$ cat src/rtl/iter_addsub_cmp_if.sv
// Operand/request and result/flag bundle for the iterative add/subtract unit.
interface iter_addsub_cmp_if #(
  parameter int unsigned WIDTH = 32
);
  logic             start;
  logic             sub;
  logic [WIDTH-1:0] a;
  logic [WIDTH-1:0] b;
  logic             busy;
  logic             done;
  logic [WIDTH-1:0] result;
  logic             cout;
  logic             ovf;
  logic             lt;
  logic             ltu;
  logic             ne;

  modport master (
    output start, sub, a, b,
    input  busy, done, result, cout, ovf, lt, ltu, ne
  );

  modport slave (
    input  start, sub, a, b,
    output busy, done, result, cout, ovf, lt, ltu, ne
  );
endinterface

$ cat src/rtl/iter_addsub_cmp.sv
// Multi-cycle add/subtract with compare flags: CHUNK bits per clock,
// carry rippled through a register between slices.
module iter_addsub_cmp #(
  parameter int unsigned WIDTH = 32,
  parameter int unsigned CHUNK = 8
) (
  input  logic              i_clock,
  input  logic              i_reset,
  iter_addsub_cmp_if.slave  io_bus
);
  localparam int unsigned NCHUNK = WIDTH / CHUNK;
  localparam int unsigned CW     = (NCHUNK > 1) ? $clog2(NCHUNK) : 1;
  localparam int unsigned LAST   = NCHUNK - 1;

  typedef enum logic [1:0] {S_IDLE, S_RUN, S_DONE} state_t;

  state_t           r_state;
  state_t           w_next;
  logic             w_accept;
  logic             w_last;
  logic [CW-1:0]    r_cnt;
  logic [WIDTH-1:0] r_a;
  logic [WIDTH-1:0] r_b;
  logic             r_sub;
  logic             r_carry;
  logic [WIDTH-1:0] r_result;
  logic             r_busy;
  logic             r_done;
  logic             r_cout;
  logic             r_ovf;
  logic             r_lt;
  logic             r_ltu;
  logic             r_ne;
  logic [CHUNK-1:0] w_a_sl;
  logic [CHUNK-1:0] w_b_sl;
  logic [CHUNK:0]   w_sum;
  logic [WIDTH-1:0] w_full;
  logic             w_ovf;

  // Next-state: requests are taken only from IDLE or DONE
  always_comb begin
    w_next   = r_state;
    w_accept = 1'b0;
    w_last   = 1'b0;
    case (r_state)
      S_IDLE: begin
        if (io_bus.start) begin
          w_next   = S_RUN;
          w_accept = 1'b1;
        end
      end
      S_RUN: begin
        if (r_cnt == CW'(LAST)) begin
          w_next = S_DONE;
          w_last = 1'b1;
        end
      end
      S_DONE: begin
        if (io_bus.start) begin
          w_next   = S_RUN;
          w_accept = 1'b1;
        end else begin
          w_next = S_IDLE;
        end
      end
      default: w_next = S_IDLE;
    endcase
  end

  // Current slice sum and the full result as it will stand after this edge
  always_comb begin
    w_a_sl = '0;
    w_b_sl = '0;
    for (int k = 0; k < int'(NCHUNK); k++) begin
      if (r_cnt == CW'(k)) begin
        w_a_sl = r_a[k*CHUNK +: CHUNK];
        w_b_sl = r_b[k*CHUNK +: CHUNK];
      end
    end
    w_sum  = {1'b0, w_a_sl} + {1'b0, w_b_sl} + (CHUNK+1)'(r_carry);
    w_full = r_result;
    w_full[WIDTH-1 -: CHUNK] = w_sum[CHUNK-1:0];
    w_ovf  = (r_a[WIDTH-1] == r_b[WIDTH-1]) & (w_sum[CHUNK-1] != r_a[WIDTH-1]);
  end

  always_ff @(posedge i_clock) begin
    if (i_reset) begin
      r_state  <= S_IDLE;
      r_cnt    <= '0;
      r_a      <= '0;
      r_b      <= '0;
      r_sub    <= 1'b0;
      r_carry  <= 1'b0;
      r_result <= '0;
      r_busy   <= 1'b0;
      r_done   <= 1'b0;
      r_cout   <= 1'b0;
      r_ovf    <= 1'b0;
      r_lt     <= 1'b0;
      r_ltu    <= 1'b0;
      r_ne     <= 1'b0;
    end else begin
      r_state <= w_next;
      r_busy  <= (w_next == S_RUN);
      r_done  <= (w_next == S_DONE);
      if (w_accept) begin
        r_a     <= io_bus.a;
        r_b     <= io_bus.b ^ {WIDTH{io_bus.sub}};
        r_sub   <= io_bus.sub;
        r_carry <= io_bus.sub;
        r_cnt   <= '0;
      end else if (r_state == S_RUN) begin
        r_carry <= w_sum[CHUNK];
        r_cnt   <= w_last ? '0 : r_cnt + CW'(1);
        for (int k = 0; k < int'(NCHUNK); k++) begin
          if (r_cnt == CW'(k)) r_result[k*CHUNK +: CHUNK] <= w_sum[CHUNK-1:0];
        end
        // Flags land together with the final slice
        if (w_last) begin
          r_cout <= w_sum[CHUNK];
          r_ovf  <= w_ovf;
          r_lt   <= r_sub & (w_sum[CHUNK-1] ^ w_ovf);
          r_ltu  <= r_sub & ~w_sum[CHUNK];
          r_ne   <= (|w_full) | w_ovf;
        end
      end
    end
  end

  assign io_bus.busy   = r_busy;
  assign io_bus.done   = r_done;
  assign io_bus.result = r_result;
  assign io_bus.cout   = r_cout;
  assign io_bus.ovf    = r_ovf;
  assign io_bus.lt     = r_lt;
  assign io_bus.ltu    = r_ltu;
  assign io_bus.ne     = r_ne;
endmodule

$ cat src/flat_wrapper.sv
// flat-port wrapper written by rule: the top's interface ports become plain ports
module iter_addsub_cmp_flat 
#(
  parameter int unsigned WIDTH = 32,
  parameter int unsigned CHUNK = 8
)
  (i_clock, i_reset, io_bus_start, io_bus_sub, io_bus_a, io_bus_b, io_bus_busy, io_bus_done, io_bus_result, io_bus_cout, io_bus_ovf, io_bus_lt, io_bus_ltu, io_bus_ne);
  iter_addsub_cmp_if #(.WIDTH(WIDTH)) io_bus_i ();
  input  logic i_clock;
  input  logic i_reset;
  input wire logic [$bits(io_bus_i.start)-1:0] io_bus_start;
  input wire logic [$bits(io_bus_i.sub)-1:0] io_bus_sub;
  input wire logic [$bits(io_bus_i.a)-1:0] io_bus_a;
  input wire logic [$bits(io_bus_i.b)-1:0] io_bus_b;
  output wire logic [$bits(io_bus_i.busy)-1:0] io_bus_busy;
  output wire logic [$bits(io_bus_i.done)-1:0] io_bus_done;
  output wire logic [$bits(io_bus_i.result)-1:0] io_bus_result;
  output wire logic [$bits(io_bus_i.cout)-1:0] io_bus_cout;
  output wire logic [$bits(io_bus_i.ovf)-1:0] io_bus_ovf;
  output wire logic [$bits(io_bus_i.lt)-1:0] io_bus_lt;
  output wire logic [$bits(io_bus_i.ltu)-1:0] io_bus_ltu;
  output wire logic [$bits(io_bus_i.ne)-1:0] io_bus_ne;
  assign io_bus_i.start = io_bus_start;
  assign io_bus_i.sub = io_bus_sub;
  assign io_bus_i.a = io_bus_a;
  assign io_bus_i.b = io_bus_b;
  assign io_bus_busy = io_bus_i.busy;
  assign io_bus_done = io_bus_i.done;
  assign io_bus_result = io_bus_i.result;
  assign io_bus_cout = io_bus_i.cout;
  assign io_bus_ovf = io_bus_i.ovf;
  assign io_bus_lt = io_bus_i.lt;
  assign io_bus_ltu = io_bus_i.ltu;
  assign io_bus_ne = io_bus_i.ne;
  iter_addsub_cmp #(.WIDTH(WIDTH), .CHUNK(CHUNK)) u_core (.i_clock(i_clock), .i_reset(i_reset), .io_bus(io_bus_i));
endmodule
$ cat config.mk
export PLATFORM = sky130hd
export DESIGN_NAME = iter_addsub_cmp_flat
export DESIGN_NICKNAME = d
export VERILOG_FILES = /design/src/rtl/iter_addsub_cmp_if.sv /design/src/rtl/iter_addsub_cmp.sv /design/src/flat_wrapper.sv
export SDC_FILE = /design/constraint.sdc
export NUM_CORES = 1
export LEC_CHECK = 0
export ABC_AREA = 1
export CAP_MARGIN = 25
export CORE_UTILIZATION = 60
export CTS_BUF_LIST = sky130_fd_sc_hd__clkbuf_4 sky130_fd_sc_hd__clkbuf_8
export DETAILED_ROUTE_END_ITERATION = 12
export DONT_BUFFER_PORTS = 1
export PLACE_DENSITY = 0.76
export SYNTH_ARGS = -nofsm -noshare
export SYNTH_HDL_FRONTEND = slang
export SYNTH_SLANG_ARGS = --single-unit
$ cat constraint.sdc
create_clock -name i_clock -period 6.5 [get_ports i_clock]
set_clock_uncertainty 0.1 [all_clocks]
set_input_delay 0.65 -clock i_clock [delete_from_list [all_inputs] [get_ports i_clock]]
set_output_delay 0.65 -clock i_clock [all_outputs]
set_load 0.02 [all_outputs]
=== Word level (Yosys, flattened, before mapping) ===
Cells that the tools add are included.

* Register bits: 109
* Latch bits: 0
* Memory bits (writable): 0
* Memory bits (read-only): 0
* Input port bits: 68
* Word-level logic and storage cells: 67
* Memories kept: 0

* Add/sub/neg operators: 3
* Multipliers: 0
* Divide/modulo/power cells: 0
* Magnitude comparators: 0
* Equality and inequality tests: 9
* Shift operators: 0
* Muxes and demuxes: 19
* Bitwise operators: 8
* Reductions and logical operators: 11

{| class="wikitable"
|+ Operators with widths
! cell !! number
|-
| two-way mux 8 bit || 8
|-
| OR reduction 32 bit || 1
|-
| XOR 32 bit || 1
|-
| AND reduction 3 bit || 5
|-
| adder 8 x 8 -> 9 bit || 1
|-
| adder 9 x 1 -> 9 bit || 1
|-
| equality test 2 bit, second input constant || 4
|-
| two-way mux 1 bit || 7
|-
| equality test 2 x 1 -> 1 bit, second input constant || 3
|-
| two-way mux 2 bit || 3
|-
| case mux 2 bit (3 select lines) || 1
|-
| logical NOT 2 bit || 2
|-
| OR reduction 2 bit || 2
|-
| AND 1 bit || 3
|-
| adder 2 x 1 -> 2 bit, second input constant || 1
|-
| NOT 1 bit || 2
|-
| nonzero test 2 bit || 1
|-
| equality test 1 bit || 1
|-
| != test 1 bit || 1
|-
| OR 1 bit || 1
|-
| XOR 1 bit || 1
|}

=== Depth between registers and ports, before layout ===
* Depth after elaboration: 11
* Gate-level depth with buffers: 20

=== Worst setup path after synthesis ===
OpenSTA, ideal clock, no wires.

* Path type: flip-flop to flip-flop
* From: register u_core.r_cnt[1]
* To: register u_core.r_ne, in the netlist u_core.io_bus.ne
* Library setup time: 0.119 ns
* Arrival: 2.940 ns
* Data required time: 6.281 ns
* Setup slack: 3.340 ns
* Stages on the path, launching flop included: 18
* Path through: dfxtp_1 inv_1 ha_1 buf_2 inv_2 buf_2 nand2_1 o211ai_1 a22oi_1 fa_1 fa_1 or2_2 nor2_1 nand2_1 nor2_1 nand3_1 nor2_1 a21oi_1

* Elaborated cells on any way between the ends: 21
* Classes of those cells: add/sub: 2; eq/ne: 4; mux: 10; bitwise: 2; reduce/logical: 3

{| class="wikitable"
|+ RTL lines
! item !! RTL line !! source
|-
| start: declaration || iter_addsub_cmp.sv:21 || <nowiki>logic [CW-1:0] r_cnt;</nowiki>
|-
| start signal: assignment || iter_addsub_cmp.sv:114 || <nowiki>r_cnt <= w_last ? '0 : r_cnt + CW'(1);</nowiki>
|-
| logical NOT 2 bit || iter_addsub_cmp.sv:75 || <nowiki>if (r_cnt == CW'(k)) begin</nowiki>
|-
| two-way mux 8 bit (4 in a row) || iter_addsub_cmp.sv:75 ||
|-
| adder 8 x 8 -> 9 bit (*) || iter_addsub_cmp.sv:80 || <nowiki>w_sum = {1'b0, w_a_sl} + {1'b0, w_b_sl} + (CHUNK+1)'(r_carry);</nowiki>
|-
| adder 9 x 1 -> 9 bit (*) || iter_addsub_cmp.sv:80 ||
|-
| named net u_core.w_sum[1] || iter_addsub_cmp.sv:36 || <nowiki>logic [CHUNK:0] w_sum;</nowiki>
|-
| OR reduction 32 bit (*) || iter_addsub_cmp.sv:124 || <nowiki>r_ne <= (|w_full) | w_ovf;</nowiki>
|-
| OR 1 bit (*) || iter_addsub_cmp.sv:124 ||
|-
| end signal: assignment || iter_addsub_cmp.sv:124 ||
|-
| end: declaration || iter_addsub_cmp.sv:33 || <nowiki>logic r_ne;</nowiki>
|}

The timed path passes the listed nets; every way through them passes the cells marked *.
A chain may end at the register's enable or synchronous reset.

=== Worst setup path after layout ===
* From: register u_core.r_cnt[0]
* To: register u_core.r_ne, in the netlist u_core.io_bus.ne

Same word-level chain as after synthesis.

==> results by group <==
Outcome
  – Result of the run: finished clean

Power and ir drop
  – Total power divided by cell area: 274 nW/um^2
  – Static leakage power: 2.37 nW
  – Peak supply drop: 0.000205 V

Layout
  – Number of non-filler instances in the completed layout: 783
  – Area occupied by registers: 2180 sq um
  – Final core occ: 64.5%
  – Filler instances: 780
  – Most frequent standard cell in the layout excluding fill and tap cells: sky130_fd_sc_hd__nor2_1
  – Multi-input gate area: 2600 sq um
  – Nets: 754
  – Most used cells in the layout excluding fill and tap cells: sky130_fd_sc_hd__nor2_1 (116), sky130_fd_sc_hd__dfxtp_1 (109), sky130_fd_sc_hd__o21ai_0 (102), sky130_fd_sc_hd__nand2_1 (71), sky130_fd_sc_hd__a21oi_1 (68)
  – Number of antenna repair diodes: 0
  – Fraction of layout instances using a drive strength above 1: 6.34%
  – Syn-to-layout area delta: 2.88%

Floorplan
  – Placeable core region: 8300 sq um
  – Die Height: 95.2 microns
  – Die Outline Area: 9050 sq um
  – Effective utilization at floorplan: 62.7%
  – I/O pin cnt: 107
  – Die width: 95.2 microns
  – Std-Cell Rows: 33

Worst setup path
  – Data required time at the worst endpoint: 6660 ps
  – Cell-by-cell listing of the critical path: inv_1, ha_1, inv_1, o21ai_0, a21oi_1, fa_1, fa_1, or2_2, nor2_1, nand2_1, nor2_1, nand3_1, nor2_1, a21oi_1
  – Type of element capturing the critical path: flip-flop
  – Most common cell on crit path: sky130_fd_sc_hd__nor2_1
  – Worst EP arrival: 3820 ps
  – Critical path startpoint: u_core.r_cnt[0]
  – Crit path launch type: flip-flop
  – Critical path type: flip-flop to flip-flop
  – Worst path slowest cell: sky130_fd_sc_hd__fa_1
  – FF-to-FF Start: u_core.r_cnt[0]
  – Critical path peak fanout: 24
  – Maximum cell stage delay along the critical path: 560 ps

Yosys
  – Gate Count Post-Synth: 702
  – Sequential element share of the synthesized area: 41.9%
  – Proportion of netlist area held by the largest area contributor: 41.9%
  – Most used flip-flop cell after synthesis: sky130_fd_sc_hd__dfxtp_1
  – Distinct cells, synth: 37
  – Post-synthesis net count: 783
  – Share of synthesized registers carrying an async set or reset: 0%
  – Main area contributors after synthesis: sky130_fd_sc_hd__dfxtp_1 (42%), sky130_fd_sc_hd__o21ai_0 (9.8%), sky130_fd_sc_hd__nor2_1 (8.4%), sky130_fd_sc_hd__a21oi_1 (6.5%), sky130_fd_sc_hd__xnor2_1 (5.4%)
  – Count of synthesis-stage warnings from yosys: 0
  – FF+latch count, synth: 109
  – Syn Area/Cell: 7.42 sq um
  – Cell taking the most area after synthesis: sky130_fd_sc_hd__dfxtp_1
  – Number of synthesized flops with an enable pin: 0
  – Area of the mapped netlist: 5210 sq um

GRT
  – Initial antenna violation count: 0
  – Largest net degree at the start of global routing: 98
  – First-pass GRT wire length: 18600 microns
  – Total gr overflow: 0
  – Vias in the first global route: 3923
  – Total global-route track usage: 26.7%

STA
  – Slew Limit Headroom: 40.1%
  – Period Utilization, post-route: 56.3%
  – Min Clock Period, post-route: 3660 ps
  – Slew Limit Fails: 0
  – Hold Fails Final Rpt: 0
  – Setup-failing EPs final: 0
  – Unrepaired setup endpoints after global routing: no
  – Setup total negative slack: 0 ps
  – Max Freq: 0.273 GHz
  – Worst Tran Pin Value: 895 ps

Min path
  – Critical hold path startpoint: i_reset
  – Worst hold path type: input pin to flip-flop

Drt
  – Drt drc: 0
  – Vias post-DR: 4443
  – Length of routed met2 wiring: 5290 microns
  – Wl on met1: 5620 microns
  – Length of the first detailed-routing pass in iterations: 5
  – Violation count after the first detailed-routing iteration: 203
  – Average via count per standard cell: 5.67
  – Remaining number of nets flagged by the antenna check after routing: 0
  – Post-Route WL: 11900 microns
  – Highest Signal Layer: met4
  – Routed wirelength normalized by instance count: 15.2 microns
  – Detailed route wirelength on metal3: 775 microns

Clock tree
  – Total clock buffers created by CTS: 9
  – Latest clock arrival within the worst-skew pair: 370 ps
  – Clock transition at the registers of the reported paths: 110 ps
  – Clock net sink count: 109
  – CTS H-Tree Depth: 3
  – Root Buffer: sky130_fd_sc_hd__clkbuf_8
  – Bufs on Longest Clock Path: 2
  – Hold buffer count at CTS: 0
  – Post-CTS setup repair buffer count: 0
  – Resized cells post-CTS: 0
  – TritonCTS clock tree: built

Placement
  – Post-Place Cells: 767
  – Final weighted congestion of routability-driven global placement: 0.876
  – HPWL Detailed: 8530 microns
  – Port buffer count: 0

Flow run
  – Number of max-capacitance violations reported: 0
==> synth_stat cells (6+ instances only) <==
library cell and number:
sky130_fd_sc_hd__clkbuf_1 19, sky130_fd_sc_hd__dfxtp_1 109, sky130_fd_sc_hd__xnor2_1 32, sky130_fd_sc_hd__nor2_1 116
sky130_fd_sc_hd__buf_2 21, sky130_fd_sc_hd__nand3_1 28, sky130_fd_sc_hd__o211ai_1 18, sky130_fd_sc_hd__ha_1 11
sky130_fd_sc_hd__a21oi_1 68, sky130_fd_sc_hd__o21a_1 6, sky130_fd_sc_hd__inv_1 56, sky130_fd_sc_hd__o21ai_0 102
sky130_fd_sc_hd__nand2_1 71, sky130_fd_sc_hd__nand2_2 6
==> final cells by class <==
cell class                      count  share of cell area [%]
Timing Repair Buffer                3                   0.420
Clock inverter                      6                   0.958
Sequential cell                   109                    40.7
Clock buffer                       10                    2.57
Tap cell                          105                    2.45
Inverter                           62                    4.34
Multi-Input combinational cell    488                    48.5
==> registers in the layout (all words and copies together), names as in the netlist, 2 cells and up <==
signal	count
u_core.io_bus.result	32
u_core.r_cnt	2
u_core.r_b	32
u_core.r_state	2
u_core.r_a	32
==> worst max-delay path: cells and delay by family (launching register included) <==
family	cells	cell delay (ps)
adders and majority gates	3	1390
and+or+nand+nor	6	760
buffers and inverters	2	510
AOI/OAI and AO/OA	3	440
DFF	1	350
==> final timing paths <==
path	cells after the start	to	slack (ps)
min reg2reg	2	u_core.r_sub	370
max reg2reg	14	u_core.io_bus.ne	2840
min	1	u_core.r_state[0]	230
max	14	u_core.io_bus.ne	2840
==> per-stage QoR <==
| step | setup slack [ps] | area (sq um) | hold slack, ps | total power (W) |
|---|---|---|---|---|
| floorplan | 3340 | 5210 | 344 | 0.00101 |
| global placement | 3060 | 5170 | 352 | 0.00107 |
| detailed placement | 2920 | 5170 | 350 | 0.00108 |
| CTS | 2880 | 5360 | 216 | 0.00147 |
| global route | 2560 | 5360 | 206 | 0.00155 |
| finish | 2840 | 5360 | 227 | 0.00147 |
==> power breakdown <==
part | switching [W] | internal (W) | total (W)
sequential | 0.0000428 | 0.000714 | 0.000757
clock | 0.000240 | 0.000158 | 0.000398
combinational | 0.000202 | 0.000111 | 0.000313
==> per-layer routing <==
| metal | track usage (%) | vias up |
|---|---|---|
| li1 | - | 2244 |
| met1 | 37.5 | 2041 |
| met2 | 41.0 | 142 |
| met3 | 5.74 | 16 |
| met4 | 7.83 | 0 |
| met5 | 0 | - |
==> logic make-up (layout without fill, tap and decap cells) <==
kind of cell	after synthesis	in the layout	share of synthesized area, %
buffers and inverters	105	81	8.17
and+or+nand+nor	239	239	19.8
adders and majority gates	13	13	3.41
xor gates and xnor gates	32	32	5.38
AOI/OAI and AO/OA	204	204	21.3
DFF	109	109	41.9
Note: power is estimated with default switching activity, not from simulation.
